File: src/rtl/coord_cmd_sequencer_if.sv
// Parameter-set request channel into the coordinate command sequencer:
// valid/ready handshake plus the field-write payload.
interface coord_cmd_sequencer_if;
  logic        req_valid;
  logic        req_ready;
  logic [5:0]  req_mask;
  logic        req_sync;
  logic [12:0] req_x_left;
  logic [12:0] req_y_top;
  logic [9:0]  req_x_inc_col;
  logic [9:0]  req_y_inc_col;
  logic [7:0]  req_x_inc_row;
  logic [7:0]  req_y_inc_row;

  modport master (
    output req_valid, req_mask, req_sync, req_x_left, req_y_top,
           req_x_inc_col, req_y_inc_col, req_x_inc_row, req_y_inc_row,
    input  req_ready
  );

  modport slave (
    input  req_valid, req_mask, req_sync, req_x_left, req_y_top,
           req_x_inc_col, req_y_inc_col, req_x_inc_row, req_y_inc_row,
    output req_ready
  );
endinterface

File: src/rtl/coord_cmd_sequencer.sv
// Turns a masked parameter-set request into a stream of SET_* commands
// for the coordinate controller, optionally aligned to a frame start.
//   state      | meaning
//   IDLE       | accepting requests, DEMO/NONE per demo_en
//   WAIT_FRAME | request captured, holding until next_frame
//   ISSUE      | one SET_* per cycle for each set mask bit
//   DONE       | one-cycle completion pulse
module coord_cmd_sequencer #(
  parameter int BITS = 16
) (
  input  logic                  clk,
  input  logic                  rst,
  coord_cmd_sequencer_if.slave  req,
  input  logic                  demo_en,
  input  logic                  next_frame,
  output logic [2:0]            ctrl,
  output logic [12:0]           value,
  output logic                  busy,
  output logic                  done
);
  if (BITS < 13) begin : g_bits_chk
    $error("coord_cmd_sequencer: BITS must be at least 13");
  end

  localparam logic [2:0] CMD_DEMO      = 3'b000;
  localparam logic [2:0] CMD_SET_LEFT  = 3'b001;
  localparam logic [2:0] CMD_SET_TOP   = 3'b010;
  localparam logic [2:0] CMD_NONE      = 3'b011;
  localparam logic [2:0] CMD_INC_COL_X = 3'b100;
  localparam logic [2:0] CMD_INC_COL_Y = 3'b101;
  localparam logic [2:0] CMD_INC_ROW_X = 3'b110;
  localparam logic [2:0] CMD_INC_ROW_Y = 3'b111;

  typedef enum logic [1:0] {S_IDLE, S_WAIT_FRAME, S_ISSUE, S_DONE} state_e;

  state_e      state_q, state_d;
  logic [2:0]  idx_q, idx_d;
  logic [2:0]  ctrl_q, ctrl_d;
  logic [12:0] value_q, value_d;

  logic [5:0]  mask_q;
  logic [12:0] left_q, top_q;
  logic [9:0]  xcol_q, ycol_q;
  logic [7:0]  xrow_q, yrow_q;

  logic        hs;
  logic [5:0]  mask_src;
  logic [12:0] left_src, top_src;
  logic [9:0]  xcol_src, ycol_src;
  logic [7:0]  xrow_src, yrow_src;
  logic [2:0]  start;
  logic        found;
  logic [2:0]  sel;
  logic [2:0]  cmd_code;
  logic [12:0] cmd_val;

  assign hs          = req.req_valid && (state_q == S_IDLE);
  assign req.req_ready = (state_q == S_IDLE);
  assign ctrl        = ctrl_q;
  assign value       = value_q;
  assign busy        = (state_q == S_WAIT_FRAME) || (state_q == S_ISSUE);
  assign done        = (state_q == S_DONE);

  // The first command goes out on the handshake edge itself, so it is
  // picked from the live request rather than the not-yet-loaded shadows.
  always_comb begin
    mask_src = hs ? req.req_mask      : mask_q;
    left_src = hs ? req.req_x_left    : left_q;
    top_src  = hs ? req.req_y_top     : top_q;
    xcol_src = hs ? req.req_x_inc_col : xcol_q;
    ycol_src = hs ? req.req_y_inc_col : ycol_q;
    xrow_src = hs ? req.req_x_inc_row : xrow_q;
    yrow_src = hs ? req.req_y_inc_row : yrow_q;
    start    = hs ? 3'd0 : idx_q;
    found    = 1'b0;
    sel      = 3'd0;
    for (int i = 0; i < 6; i++) begin
      if (!found && (i >= int'(start)) && mask_src[3'(i)]) begin
        found = 1'b1;
        sel   = 3'(i);
      end
    end
  end

  always_comb begin
    cmd_code = CMD_NONE;
    cmd_val  = '0;
    case (sel)
      3'd0: begin cmd_code = CMD_SET_LEFT;  cmd_val = left_src;           end
      3'd1: begin cmd_code = CMD_SET_TOP;   cmd_val = top_src;            end
      3'd2: begin cmd_code = CMD_INC_COL_X; cmd_val = {3'b000, xcol_src}; end
      3'd3: begin cmd_code = CMD_INC_COL_Y; cmd_val = {3'b000, ycol_src}; end
      3'd4: begin cmd_code = CMD_INC_ROW_X; cmd_val = {5'b0, xrow_src};   end
      3'd5: begin cmd_code = CMD_INC_ROW_Y; cmd_val = {5'b0, yrow_src};   end
      default: ;
    endcase
  end

  always_comb begin
    state_d = state_q;
    idx_d   = idx_q;
    ctrl_d  = CMD_NONE;
    value_d = '0;
    unique case (state_q)
      S_IDLE: begin
        if (demo_en) ctrl_d = CMD_DEMO;
        if (hs) begin
          ctrl_d = CMD_NONE;
          idx_d  = '0;
          if (req.req_sync) begin
            state_d = S_WAIT_FRAME;
          end else begin
            state_d = S_ISSUE;
            if (found) begin
              ctrl_d  = cmd_code;
              value_d = cmd_val;
              idx_d   = sel + 3'd1;
            end
          end
        end
      end
      S_WAIT_FRAME: begin
        if (next_frame) begin
          if (found) begin
            state_d = S_ISSUE;
            ctrl_d  = cmd_code;
            value_d = cmd_val;
            idx_d   = sel + 3'd1;
          end else begin
            state_d = S_DONE;
          end
        end
      end
      S_ISSUE: begin
        // A frame strobe steals this slot; the index holds so nothing is lost.
        if (!next_frame) begin
          if (found) begin
            ctrl_d  = cmd_code;
            value_d = cmd_val;
            idx_d   = sel + 3'd1;
          end else begin
            state_d = S_DONE;
          end
        end
      end
      S_DONE: begin
        state_d = S_IDLE;
        idx_d   = '0;
        if (demo_en) ctrl_d = CMD_DEMO;
      end
      default: state_d = S_IDLE;
    endcase
  end

  always_ff @(posedge clk) begin
    if (rst) begin
      state_q <= S_IDLE;
      idx_q   <= '0;
      ctrl_q  <= CMD_NONE;
      value_q <= '0;
      mask_q  <= '0;
      left_q  <= '0;
      top_q   <= '0;
      xcol_q  <= '0;
      ycol_q  <= '0;
      xrow_q  <= '0;
      yrow_q  <= '0;
    end else begin
      state_q <= state_d;
      idx_q   <= idx_d;
      ctrl_q  <= ctrl_d;
      value_q <= value_d;
      if (hs) begin
        mask_q <= req.req_mask;
        left_q <= req.req_x_left;
        top_q  <= req.req_y_top;
        xcol_q <= req.req_x_inc_col;
        ycol_q <= req.req_y_inc_col;
        xrow_q <= req.req_x_inc_row;
        yrow_q <= req.req_y_inc_row;
      end
    end
  end
endmodule

File: src/flat_wrapper.sv
// flat-port wrapper written by rule: the top's interface ports become plain ports
module coord_cmd_sequencer_flat 
#(
  parameter int BITS = 16
)
  (clk, rst, demo_en, next_frame, ctrl, value, busy, done, req_req_valid, req_req_mask, req_req_sync, req_req_x_left, req_req_y_top, req_req_x_inc_col, req_req_y_inc_col, req_req_x_inc_row, req_req_y_inc_row, req_req_ready);
  coord_cmd_sequencer_if req_i ();
  input  logic clk;
  input  logic rst;
  input  logic demo_en;
  input  logic next_frame;
  output logic [2:0] ctrl;
  output logic [12:0] value;
  output logic busy;
  output logic done;
  input wire logic [$bits(req_i.req_valid)-1:0] req_req_valid;
  input wire logic [$bits(req_i.req_mask)-1:0] req_req_mask;
  input wire logic [$bits(req_i.req_sync)-1:0] req_req_sync;
  input wire logic [$bits(req_i.req_x_left)-1:0] req_req_x_left;
  input wire logic [$bits(req_i.req_y_top)-1:0] req_req_y_top;
  input wire logic [$bits(req_i.req_x_inc_col)-1:0] req_req_x_inc_col;
  input wire logic [$bits(req_i.req_y_inc_col)-1:0] req_req_y_inc_col;
  input wire logic [$bits(req_i.req_x_inc_row)-1:0] req_req_x_inc_row;
  input wire logic [$bits(req_i.req_y_inc_row)-1:0] req_req_y_inc_row;
  output wire logic [$bits(req_i.req_ready)-1:0] req_req_ready;
  assign req_i.req_valid = req_req_valid;
  assign req_i.req_mask = req_req_mask;
  assign req_i.req_sync = req_req_sync;
  assign req_i.req_x_left = req_req_x_left;
  assign req_i.req_y_top = req_req_y_top;
  assign req_i.req_x_inc_col = req_req_x_inc_col;
  assign req_i.req_y_inc_col = req_req_y_inc_col;
  assign req_i.req_x_inc_row = req_req_x_inc_row;
  assign req_i.req_y_inc_row = req_req_y_inc_row;
  assign req_req_ready = req_i.req_ready;
  coord_cmd_sequencer #(.BITS(BITS)) u_core (.clk(clk), .rst(rst), .req(req_i), .demo_en(demo_en), .next_frame(next_frame), .ctrl(ctrl), .value(value), .busy(busy), .done(done));
endmodule
File: config.mk
export PLATFORM = sky130hd
export DESIGN_NAME = coord_cmd_sequencer_flat
export DESIGN_NICKNAME = d
export VERILOG_FILES = /design/src/rtl/coord_cmd_sequencer_if.sv /design/src/rtl/coord_cmd_sequencer.sv /design/src/flat_wrapper.sv
export SDC_FILE = /design/constraint.sdc
export NUM_CORES = 1
export LEC_CHECK = 0
export ABC_CLOCK_PERIOD_IN_PS = 4720
export BUFFER_PORTS_ARGS = -buffer_cell sky130_fd_sc_hd__buf_2
export CORE_MARGIN = 2
export CORE_UTILIZATION = 40
export CTS_BUF_LIST = sky130_fd_sc_hd__clkbuf_16
export DETAILED_ROUTE_END_ITERATION = 10
export PLACE_DENSITY_LB_ADDON = 0.1
export SLEW_MARGIN = 10
export SYNTH_ARGS = -nofsm -noshare
export SYNTH_HDL_FRONTEND = slang
export SYNTH_SLANG_ARGS = --single-unit
File: constraint.sdc
create_clock -name clk -period 4.72 [get_ports clk]
set_clock_uncertainty 0.1 [all_clocks]
set_input_delay 1.416 -clock clk [delete_from_list [all_inputs] [get_ports clk]]
set_output_delay 1.416 -clock clk [all_outputs]
set_load 0.02 [all_outputs]
==> impl_results.md <==
* Full die area at 0.00869 mm2
* Vias per inst at 4.93
* Finished Layout Cells at 496
* Final hold vios at 0
* Worst-Margin Slew at 0.709 ns
* GRT Total Usage at 17.0%
* Final setup fails at 0
* Synth top area share at 44.6%
* CP endpoint: u_core.value[6]$_SDFF_PP0_
* Core ar. at 0.00773 mm2
* Resized Gates After CTS at 0
* Max Cap Viol at 0
* Synth warnings at 0
* Io pins at 93
* Initial DRC count at 103
* Clock transition at path regs at 0.06 ns
* Hold-fix buffers, CTS at 0
* Fin crit share at 78.5%
* Mapped Cells at 322
* Setup repair bufs after CTS at 0
* Top post-synthesis cells by area: dfxtp_1 (45%), mux2i_1 (13%), nor2_1 (7.9%)
* CP Capture Type: flop
* Placed Area at 0.00358 mm2
* Die Ht at 93.2 um
* Placed Cells at 481
* Vias at 2445
* First-pass GRT wire length at 11500 um
* CTS sink cnt at 71
* Max incr delay on CP at 0.44 ns
* PortBufs at 74
* Grt total ovfl at 0
* Reg2reg setup slack at 1.39 ns
* Async SR Flop Fraction at 0%
* Diode count at 0
* DRT Pass-1 Iters at 4
* Slew Limit Headroom at 52.7%
* Initial antenna violation count at 0
* Post-synth EDFFs at 0
* TritonCTS buffer count at 9
* Worst Hold Class: flop to flop
* CP max stage cell: inv_1
* Leakage Power at 0.00182 uW
* Library cells used by synthesis at 46
* Yosys top cell by area: dfxtp_1
* Number of global-route vias before repair at 2276
* Main synth FF type: dfxtp_1
* Max Slew Vio Count at 0
* VDD IR-drop max at 0.284 mV
* Critical Path Fanout Max at 14
* Fin area at 0.00387 mm2
* Share of cells above drive strength 1 at 28.2%
* Mapped Avg Cell Area at 9.89 um2
* DR WL/cell at 14.1 um
* Post-DRT Antenna Nets at 0
* Filler cell count in the final layout at 750
* Worst r2r src: u_core.state_q[1]$_SDFFE_PP0P_
* Std cell rows at 32
* CTS tree: done
* Root buf cell: clkbuf_16
* Setup_tns at 0 ns
* Max Clk Rate at 0.270 GHz
* Final GP Congestion at 0.742
* Max clock buf depth at 2
* Worst skew pair latency at 0.32 ns
* Area growth, synth to finish at 21.6%
* Worst Reg2Reg Path Length in Cells at 12
* Post-DP HPWL at 4800 um
* Power, Total at 2530 uW
* Number of remaining DRC errors at 0
* Post-layout minimum cycle time at 3.71 ns
* Synthesized cell area at 0.00318 mm2
* CP Launch Type: input port
* CP Class: input port to flop
* Seq/Total Area, Yosys at 44.6%
* Req. time, crit path at 4.80 ns
* Pwr dens at 654 mW/mm2
* Die W at 93.2 um
* Initial Util at 41.2%
* Critical path, cell by cell: buf_2 -> a21bo_2 -> o21a_1 -> and2_1 -> nor2_2 -> inv_2 -> ha_1 -> inv_1 -> o22ai_1 -> a211oi_1 -> nor2_1
* Total routed wirelength at 7020 um
* RSZ-0062 raised after global routing: no
* CP startpoint: req_req_valid
* Net Count, Synth at 406
* Synthesis-stage register bit count at 71
* CP Data Arrival Time at 3.79 ns
* Nets at 474
* Htree depth at 3
* Status: complete, no violations
* Largest net degree at the start of global routing at 52
* Worst r2r dst: u_core.value[6]$_SDFF_PP0_
==> how the worst min path moves through the flow <==
| stage | to | startpoint | cells after the start | slack (ns) |
|---|---|---|---|---|
| floorplan | u_core.top_q[10]$_SDFF_PP0_ | u_core.top_q[10]$_SDFF_PP0_ | 2 | 0.36 |
| detailed placement | u_core.left_q[7]$_SDFF_PP0_ | u_core.left_q[7]$_SDFF_PP0_ | 2 | 0.38 |
| global placement | u_core.top_q[10]$_SDFF_PP0_ | u_core.top_q[10]$_SDFF_PP0_ | 2 | 0.37 |
| global route | u_core.ycol_q[1]$_SDFF_PP0_ | u_core.ycol_q[1]$_SDFF_PP0_ | 2 | 0.42 |
| finish | u_core.xcol_q[6]$_SDFF_PP0_ | u_core.xcol_q[6]$_SDFF_PP0_ | 2 | 0.39 |
| CTS | u_core.left_q[7]$_SDFF_PP0_ | u_core.left_q[7]$_SDFF_PP0_ | 2 | 0.40 |
==> metrics by stage <==
step	setup slack (ns)	hold WS [ns]	util [%]
global placement	0.700	0.371	46.4
detailed placement	0.680	0.382	46.4
CTS	1.02	0.395	50.1
floorplan	1.11	0.360	-
finish	1.01	0.390	50.1
global route	0.805	0.417	50.1
==> sequential cells by signal (all words and copies together), names as in the netlist <==
| name | flops |
|---|---|
| u_core.ctrl | 3 |
| u_core.idx_q | 3 |
| u_core.left_q | 13 |
| u_core.mask_q | 4 |
| u_core.state_q | 2 |
| u_core.top_q | 13 |
| u_core.value | 13 |
| u_core.xcol_q | 10 |
| u_core.ycol_q | 10 |
==> cell families after synthesis <==
group | share of synthesized area (%)
buffers and inverters | 5.07
DFF | 44.6
and+or+nand+nor | 13.4
muxes | 16.4
AOI/OAI and AO/OA | 16.5
adders and majority gates | 3.93
==> layout make-up <==
type | instances | area, um2 | share of cell area (%)
clock buffers | 9 | 225 | 5.82
clock inverters | 6 | 62.6 | 1.62
inverters | 13 | 48.8 | 1.26
multi-input cells | 219 | 1600 | 41.4
flip-flops and latches | 71 | 1420 | 36.7
well taps | 102 | 128 | 3.30
repair buffers | 76 | 385 | 9.95
==> cell usage after synthesis (4+ instances only) <==
library cell   n
a21oi_1       11
nor2b_1       11
nand2_1        5
a211oi_1       7
mux2i_1       41
clkbuf_1       7
buf_4          4
inv_1         11
mux2_2         8
nor2_1        67
dfxtp_1       71
o22ai_1       18
ha_1          10
==> routing by layer <==
metal / global-route usage, % / up-vias / part of all wire [%]
met5: 0 / - / 0
met4: 7.35 / 0 / 1.2
met3: 3.46 / 7 / 3.7
met2: 25.7 / 53 / 45
met1: 23.6 / 1128 / 50
li1: - / 1257 / -
==> power by group <==
| group | internal [uW] | switching (uW) |
|---|---|---|
| clock network | 404 | 243 |
| logic | 430 | 706 |
| registers | 710 | 40.2 |
| total | 1540 | 990 |
==> placed cells by master (no fill, tap or decap), types with 5 or more instances in the layout <==
cell type / instances
mux2i_1: 41
a21oi_1: 11
o22ai_1: 18
buf_2: 74
nor2_1: 67
dfxtp_1: 71
nand2_1: 5
a211oi_1: 7
clkbuf_16: 9
nor2b_1: 11
mux2_2: 8
ha_1: 10
inv_1: 11
==> worst max-delay path, delay by kind of cell <==
| family | cells | cell delay [ns] |
|---|---|---|
| AOI/OAI and AO/OA | 4 | 0.85 |
| adders and majority gates | 1 | 0.23 |
| buffers and inverters | 3 | 0.68 |
| and+or+nand+nor | 3 | 0.60 |
No activity file was read; power rests on OpenSTA's default activity.
